$ cat config.mk
export PLATFORM = sky130hd
export DESIGN_NAME = issue_frontend_flat
export DESIGN_NICKNAME = d
export VERILOG_FILES = /design/src/rtl/cpu_pkg.sv /design/src/rtl/issue_frontend_if.sv /design/src/rtl/reg_scoreboard.sv /design/src/rtl/issue_frontend.sv /design/src/flat_wrapper.sv
export SDC_FILE = /design/constraint.sdc
export NUM_CORES = 1
export LEC_CHECK = 0
export ABC_AREA = 1
export CAP_MARGIN = 20
export CORE_UTILIZATION = 42
export CTS_CLUSTER_DIAMETER = 120
export DETAILED_ROUTE_END_ITERATION = 12
export PLACE_DENSITY_LB_ADDON = 0.05
export SYNTH_ARGS = -nofsm -noshare
export SYNTH_HDL_FRONTEND = slang
export SYNTH_SLANG_ARGS = --single-unit
$ cat constraint.sdc
create_clock -name clk -period 5.5 [get_ports clk]
set_input_delay 0.55 -clock clk [delete_from_list [all_inputs] [get_ports clk]]
set_output_delay 0.55 -clock clk [all_outputs]
set_load 0.02 [all_outputs]
$ cat src/rtl/cpu_pkg.sv
// Shared front-end definitions: opcodes, issue FSM states, NOP encoding.
package cpu_pkg;

  localparam logic [5:0] OP_RTYPE = 6'h00;
  localparam logic [5:0] OP_BEQ   = 6'h04;
  localparam logic [5:0] OP_BNE   = 6'h05;
  localparam logic [5:0] OP_BGTZ  = 6'h07;
  localparam logic [5:0] OP_ADDI  = 6'h08;
  localparam logic [5:0] OP_ADDIU = 6'h09;
  localparam logic [5:0] OP_SLTI  = 6'h0A;
  localparam logic [5:0] OP_SLTIU = 6'h0B;
  localparam logic [5:0] OP_ANDI  = 6'h0C;
  localparam logic [5:0] OP_ORI   = 6'h0D;
  localparam logic [5:0] OP_LUI   = 6'h0F;
  localparam logic [5:0] OP_LW    = 6'h23;
  localparam logic [5:0] OP_SW    = 6'h2B;

  localparam logic [31:0] NOP = 32'h0;

  typedef enum logic {
    RUN     = 1'b0,
    BR_WAIT = 1'b1
  } state_t;

endpackage

$ cat src/rtl/issue_frontend_if.sv
// Fetch/issue bus between the front end, the instruction SRAM and the
// mem subpipeline (ID inputs out, branch resolution in).
interface issue_frontend_if;
  logic [31:0] pc_out;
  logic [31:0] instr_in;
  logic        branch_ctrl;
  logic [31:0] branch_target;
  logic        id_valid;
  logic [31:0] id_pc;
  logic [31:0] id_instr;
  logic        stall;

  modport master (
    output pc_out, id_valid, id_pc, id_instr, stall,
    input  instr_in, branch_ctrl, branch_target
  );

  modport slave (
    input  pc_out, id_valid, id_pc, id_instr, stall,
    output instr_in, branch_ctrl, branch_target
  );
endinterface

$ cat src/rtl/reg_scoreboard.sv
// Destination scoreboard: one slot per in-flight stage, shifted on en,
// with a combinational match against up to three source registers.
module reg_scoreboard #(
  parameter int SB_DEPTH = 4
) (
  input  logic       clk,
  input  logic       rst_n,
  input  logic       en,
  input  logic       load_valid,
  input  logic [4:0] load_reg,
  input  logic [4:0] src_a,
  input  logic [4:0] src_b,
  input  logic [4:0] src_c,
  output logic       match
);

  logic       valid [SB_DEPTH];
  logic [4:0] regs  [SB_DEPTH];

  always_ff @(posedge clk or negedge rst_n) begin
    if (!rst_n) begin
      for (int i = 0; i < SB_DEPTH; i++) begin
        valid[i] <= 1'b0;
        regs[i]  <= 5'd0;
      end
    end else if (en) begin
      valid[0] <= load_valid && (load_reg != 5'd0);
      regs[0]  <= load_reg;
      for (int i = 1; i < SB_DEPTH; i++) begin
        valid[i] <= valid[i-1];
        regs[i]  <= regs[i-1];
      end
    end
  end

  // The WR-stage slot writes the regfile this cycle and reads see it,
  // so only the younger slots can still block a consumer.
  always_comb begin
    match = 1'b0;
    for (int i = 0; i < SB_DEPTH - 1; i++) begin
      if (valid[i] && (regs[i] == src_a ||
                       regs[i] == src_b ||
                       regs[i] == src_c))
        match = 1'b1;
    end
  end

endmodule

$ cat src/rtl/issue_frontend.sv
// Fetch/issue front end: PC, IF/ID register, RAW bubbles, branch shadow.
// Optional ISSUE_STATS_EN adds saturating haz_cnt/br_cnt outputs.
module issue_frontend
  import cpu_pkg::*;
#(
  parameter logic [31:0] RESET_PC  = 32'h0000_0000,
  parameter int          SB_DEPTH  = 4,
  parameter int          BR_SHADOW = 3
) (
  input  logic clk,
  input  logic rst_n,
  input  logic en,
  issue_frontend_if.master bus
`ifdef ISSUE_STATS_EN
  ,
  output logic [15:0] haz_cnt,
  output logic [15:0] br_cnt
`endif
);

  localparam int CW = $clog2(BR_SHADOW + 1);

  logic [5:0]  op;
  logic [4:0]  rs, rt, rd;
  logic [4:0]  dest, src_a, src_b;
  logic        branch;
  logic        is_imm;
  logic        hazard;
  logic        issue;
  state_t      state;
  logic [CW-1:0] cnt;
  logic [31:0] pc;
  logic [31:0] id_pc;
  logic [31:0] id_instr;
  logic        id_valid;

  assign op = bus.instr_in[31:26];
  assign rs = bus.instr_in[25:21];
  assign rt = bus.instr_in[20:16];
  assign rd = bus.instr_in[15:11];

  assign is_imm = op inside {OP_ADDI, OP_ADDIU, OP_SLTI, OP_SLTIU,
                             OP_ANDI, OP_ORI, OP_LUI};

  always_comb begin
    dest   = 5'd0;
    src_a  = rs;
    src_b  = 5'd0;
    branch = 1'b0;
    unique case (1'b1)
      op == OP_RTYPE: begin
        dest  = rd;
        src_b = rt;
      end
      is_imm, op == OP_LW: dest = rt;
      op == OP_SW: src_b = rt;
      op == OP_BEQ, op == OP_BNE: begin
        src_b  = rt;
        branch = 1'b1;
      end
      op == OP_BGTZ: branch = 1'b1;
      default: ;
    endcase
  end

  assign issue = en && (state == RUN) && !hazard;

  reg_scoreboard #(.SB_DEPTH(SB_DEPTH)) u_sb (
    .clk       (clk),
    .rst_n     (rst_n),
    .en        (en),
    .load_valid(issue),
    .load_reg  (dest),
    .src_a     (src_a),
    .src_b     (src_b),
    .src_c     (5'd0),
    .match     (hazard)
  );

  always_ff @(posedge clk or negedge rst_n) begin
    if (!rst_n) begin
      pc       <= RESET_PC;
      id_pc    <= 32'h0;
      id_instr <= NOP;
      id_valid <= 1'b0;
      state    <= RUN;
      cnt      <= '0;
    end else if (en) begin
      if (state == RUN) begin
        if (!hazard) begin
          id_instr <= bus.instr_in;
          id_pc    <= pc;
          id_valid <= 1'b1;
          pc       <= pc + 32'd4;
          if (branch) begin
            state <= BR_WAIT;
            cnt   <= CW'(BR_SHADOW);
          end
        end else begin
          id_instr <= NOP;
          id_valid <= 1'b0;
        end
      end else begin
        id_instr <= NOP;
        id_valid <= 1'b0;
        cnt      <= cnt - 1'b1;
        if (bus.branch_ctrl)
          pc <= bus.branch_target;
        if (cnt == CW'(1))
          state <= RUN;
      end
    end
  end

`ifdef ISSUE_STATS_EN
  always_ff @(posedge clk or negedge rst_n) begin
    if (!rst_n) begin
      haz_cnt <= 16'd0;
      br_cnt  <= 16'd0;
    end else if (en) begin
      if (state == RUN && hazard && haz_cnt != 16'hFFFF)
        haz_cnt <= haz_cnt + 16'd1;
      if (state == BR_WAIT && br_cnt != 16'hFFFF)
        br_cnt <= br_cnt + 16'd1;
    end
  end
`endif

  assign bus.pc_out   = pc;
  assign bus.id_pc    = id_pc;
  assign bus.id_instr = id_instr;
  assign bus.id_valid = id_valid;
  assign bus.stall    = en && (state == BR_WAIT || hazard);

endmodule

$ cat src/flat_wrapper.sv
// flat-port wrapper written by rule: the top's interface ports become plain ports
module issue_frontend_flat import cpu_pkg::*;
#(
  parameter logic [31:0] RESET_PC  = 32'h0000_0000,
  parameter int          SB_DEPTH  = 4,
  parameter int          BR_SHADOW = 3
)
  (clk, rst_n, en, bus_pc_out, bus_id_valid, bus_id_pc, bus_id_instr, bus_stall, bus_instr_in, bus_branch_ctrl, bus_branch_target);
  issue_frontend_if bus_i ();
  input  logic clk;
  input  logic rst_n;
  input  logic en;
  output wire logic [$bits(bus_i.pc_out)-1:0] bus_pc_out;
  output wire logic [$bits(bus_i.id_valid)-1:0] bus_id_valid;
  output wire logic [$bits(bus_i.id_pc)-1:0] bus_id_pc;
  output wire logic [$bits(bus_i.id_instr)-1:0] bus_id_instr;
  output wire logic [$bits(bus_i.stall)-1:0] bus_stall;
  input wire logic [$bits(bus_i.instr_in)-1:0] bus_instr_in;
  input wire logic [$bits(bus_i.branch_ctrl)-1:0] bus_branch_ctrl;
  input wire logic [$bits(bus_i.branch_target)-1:0] bus_branch_target;
  assign bus_pc_out = bus_i.pc_out;
  assign bus_id_valid = bus_i.id_valid;
  assign bus_id_pc = bus_i.id_pc;
  assign bus_id_instr = bus_i.id_instr;
  assign bus_stall = bus_i.stall;
  assign bus_i.instr_in = bus_instr_in;
  assign bus_i.branch_ctrl = bus_branch_ctrl;
  assign bus_i.branch_target = bus_branch_target;
  issue_frontend #(.RESET_PC(RESET_PC), .SB_DEPTH(SB_DEPTH), .BR_SHADOW(BR_SHADOW)) u_core (.clk(clk), .rst_n(rst_n), .en(en), .bus(bus_i));
endmodule
==> flow_summary_export.csv <==
group,metric,value,unit
placement,dpl_cell_area,0.00796,mm^2
setup_path,worstPathMaxFanout,16,
clock_network,root_buffer,"clkbuf_16",
synth,syn_avg_cell_area,7.66,um^2
min_path,hold_path.class,"input port to async pin",
global_routing,grt_pass1_wl,28.6,mm
setup_path,worstPathRequired,4.95,ns
setup_path,worstSetupPathType,"input port to primary output",
placement,place.gp.congestion,0.846,
clock_network,clk_latency,0.42,ns
routing,vias,5985,
timing,skew,0.00836,ns
synth,synthFlopType,"dfrtp_1",
cells_and_area,syn_to_final_growth,37.1,%
floorplan,std_cell_rows,44,
floorplan,die_h,124,um
timing,tns,0,ns
synth,syn_inst,815,
setup_path,cp.arrival,3.50,ns
placement,io_buffers,165,
cells_and_area,drive_gt1_share,6.34,%
timing,setup_viol_count_final,0,
cells_and_area,num-nets-final,1036,
routing,vias_per_cell,5.15,
clock_network,cts_tree,"yes",
clock_network,cts.path.max_buffers,2,
flow_run,drv_cap,0,
pwr,leakagePower,0.00400,uW
routing,ant_nets,0,
cells_and_area,final_core_util,58.9,%
routing,totalWireLength,17.9,mm
clock_network,cts_setup_buffers,0,
cells_and_area,design_area,0.00856,mm^2
placement,dp_hpwl,12.3,mm
synth,synth-edff-count,0,
floorplan,core,0.0145,mm^2
clock_network,ctsResizeCount,0,
global_routing,grt_max_degree,104,
setup_path,critPathCaptureType,"primary output",
timing,hold_viol_final,0,
global_routing,grt_usage,24.3,%
floorplan,pin_count,166,
global_routing,overflow,0,
routing,drc_errors,0,
cells_and_area,fill_cells,1357,
clock_network,holdBufCountCts,0,
setup_path,critPathLaunchType,"input port",
timing,drv_slew,0,
synth,syn-cell-area,0.00624,mm^2
timing,fin_ws,1.45,ns
clock_network,cts.sinks,118,
routing,firstDrtPassIters,5,
timing,rsz0062_at_grt,"no",
synth,yosysSeqAreaShare,47.3,%
synth,synth_top_cell_by_area,"dfrtp_1",
floorplan,die-width,124,um
synth,synthesis.nets,885,
synth,async_flop_share,100,%
synth,synth_cell_types,35,
floorplan,dieArea,0.0154,mm^2
routing,drt-initial-drc-count,351,
pwr,ir_worst_vdd,0.245,mV
synth,synth_area_leaders,"dfrtp_1 (47%), nand2_1 (16%), o21ai_0 (7.7%), inv_1 (5.5%), nand3_1 (4.9%)",
clock_network,cts.clk_slew.worst_paths,0.05,ns
synth,ys_seq_elements,118,
pwr,power_density,541,mW/mm^2
routing,routedWlPerCell,15.4,um
timing,fin_crit,4.05,ns
cells_and_area,diodes,0,
placement,place_ws,1.53,ns
clock_network,cts_buffers,17,
timing,whs,0.203,ns
synth,synth_top_area_share,47.3,%
timing,maxSlewHeadroom,35.2,%
timing,maxClockFrequency,247,MHz
global_routing,grt_pass1_vias,5724,
global_routing,antenna_found_initial,0,
run_status,status,"completed",
synth,ys_warn_count,0,
synth,synth_common_cells,"nand2_1 (271), dfrtp_1 (118), o21ai_0 (96)",
floorplan,start_util,42.9,%
timing,tightest_slew,0.973,ns
synth,synth.most_common_cell,"nand2_1",
clock_network,cts.htree.levels,4,
timing,period_share,73.7,%
-- area by class of cell --
type | instances | area [um^2] | share of cell area (%)
Timing Repair Buffer | 171 | 1700 | 19.9
Clock buffer | 19 | 453 | 5.29
Tap cell | 184 | 230 | 2.69
Inverter | 92 | 345 | 4.04
Multi-Input combinational cell | 566 | 2750 | 32.1
Clock inverter | 12 | 129 | 1.51
Sequential cell | 118 | 2950 | 34.5
-- layout by cell type, fill, tap and decap left out, drive strengths merged --
cell,synthesis,final
nand2,275,275
clkdlybuf4s50,0,164
dfrtp,118,118
o21ai,99,99
inv,92,93
nand3,73,73
nor2,32,32
xor2,22,22
clkbuf,23,19
nand4,13,13
nor3,12,12
a21oi,9,9
nor4,8,8
buf,16,7
o22ai,6,6
clkinvlp,0,6
xnor2,4,4
a31oi,3,3
clkinv,0,3
a32oi,2,2
ha,2,2
bufinv,0,2
a221oi,1,1
o211ai,1,1
a22oi,1,1
o21a,1,1
o31ai,1,1
or2,1,1
-- flip-flops by register name, summed over array words and instances (netlist names) --
name	count
u_core.bus.id_instr	32
u_core.bus.id_pc	32
u_core.bus.pc_out	32
u_core.u_sb.regs	15
u_core.u_sb.valid	3
u_core.cnt	2
u_core.bus.id_valid	1
u_core.state	1
-- stage by stage --
| step | power (uW) | instances |
|---|---|---|
| after floorplan | 2650 | 815 |
| after global placement | 3520 | 1130 |
| after detailed placement | 3550 | 1130 |
| after CTS | 4660 | 1161 |
| after global routing | 4960 | 1162 |
| final | 4630 | 1162 |
-- power breakdown --
part | leakage (uW) | switching, uW | internal (uW)
clock network | 0.000269 | 409 | 685
registers | 0.00153 | 305 | 1200
logic | 0.00220 | 1170 | 868
total | 0.00400 | 1880 | 2750
-- layer usage --
| metal | GRT usage [%] | share of wire (%) | wire [um] |
|---|---|---|---|
| met4 | 8.93 | 1.9 | 345 |
| met2 | 39.1 | 47 | 8520 |
| met1 | 31.9 | 45 | 7990 |
| met5 | 0 | 0 | 0 |
| met3 | 5.82 | 6.0 | 1080 |
-- critical path, cell delays in order --
cell             delay (ns)
clkdlybuf4s50_1        0.55
inv_1                  0.08
nor2_1                 0.14
nand3_1                0.17
nand3_4                0.20
nand2_1                0.18
nand2_1                0.10
nand2_1                0.05
nor2_1                 0.11
nand3_1                0.07
nand2_1                0.16
nand2_2                0.12
nand2_1                0.07
a21oi_1                0.05
a21oi_1                0.24
clkdlybuf4s50_1        0.66
-- cells by family after synthesis --
kind of cell | after synthesis | synth area share [%]
buf+inv | 131 | 8.90
xor+xnor | 26 | 3.65
flops | 118 | 47.3
simple gates | 414 | 29.3
fa+ha+maj | 2 | 0.401
compound gates | 124 | 10.5
-- worst paths after layout --
check / slack (ns) / end / depth (start not counted) / startpoint
worst max-delay path: 1.45 / bus_stall / 16 / bus_instr_in[31]
worst min-delay path: 0.20 / u_core.u_sb.regs[9]$_DFFE_PN0P_ / 1 / rst_n
worst max register to register: 2.70 / u_core.bus.pc_out[22]$_DFFE_PN0P_ / 6 / u_core.state$_DFFE_PN0P_
worst min register to register: 0.48 / u_core.bus.id_instr[27]$_DFFE_PN0P_ / 2 / u_core.bus.id_instr[27]$_DFFE_PN0P_
max in group asynchronous: 4.04 / u_core.bus.id_pc[31]$_DFFE_PN0P_ / 2 / rst_n
min in group clk: 0.48 / u_core.bus.id_instr[27]$_DFFE_PN0P_ / 2 / u_core.bus.id_instr[27]$_DFFE_PN0P_
(Power assumes the default switching activity.)
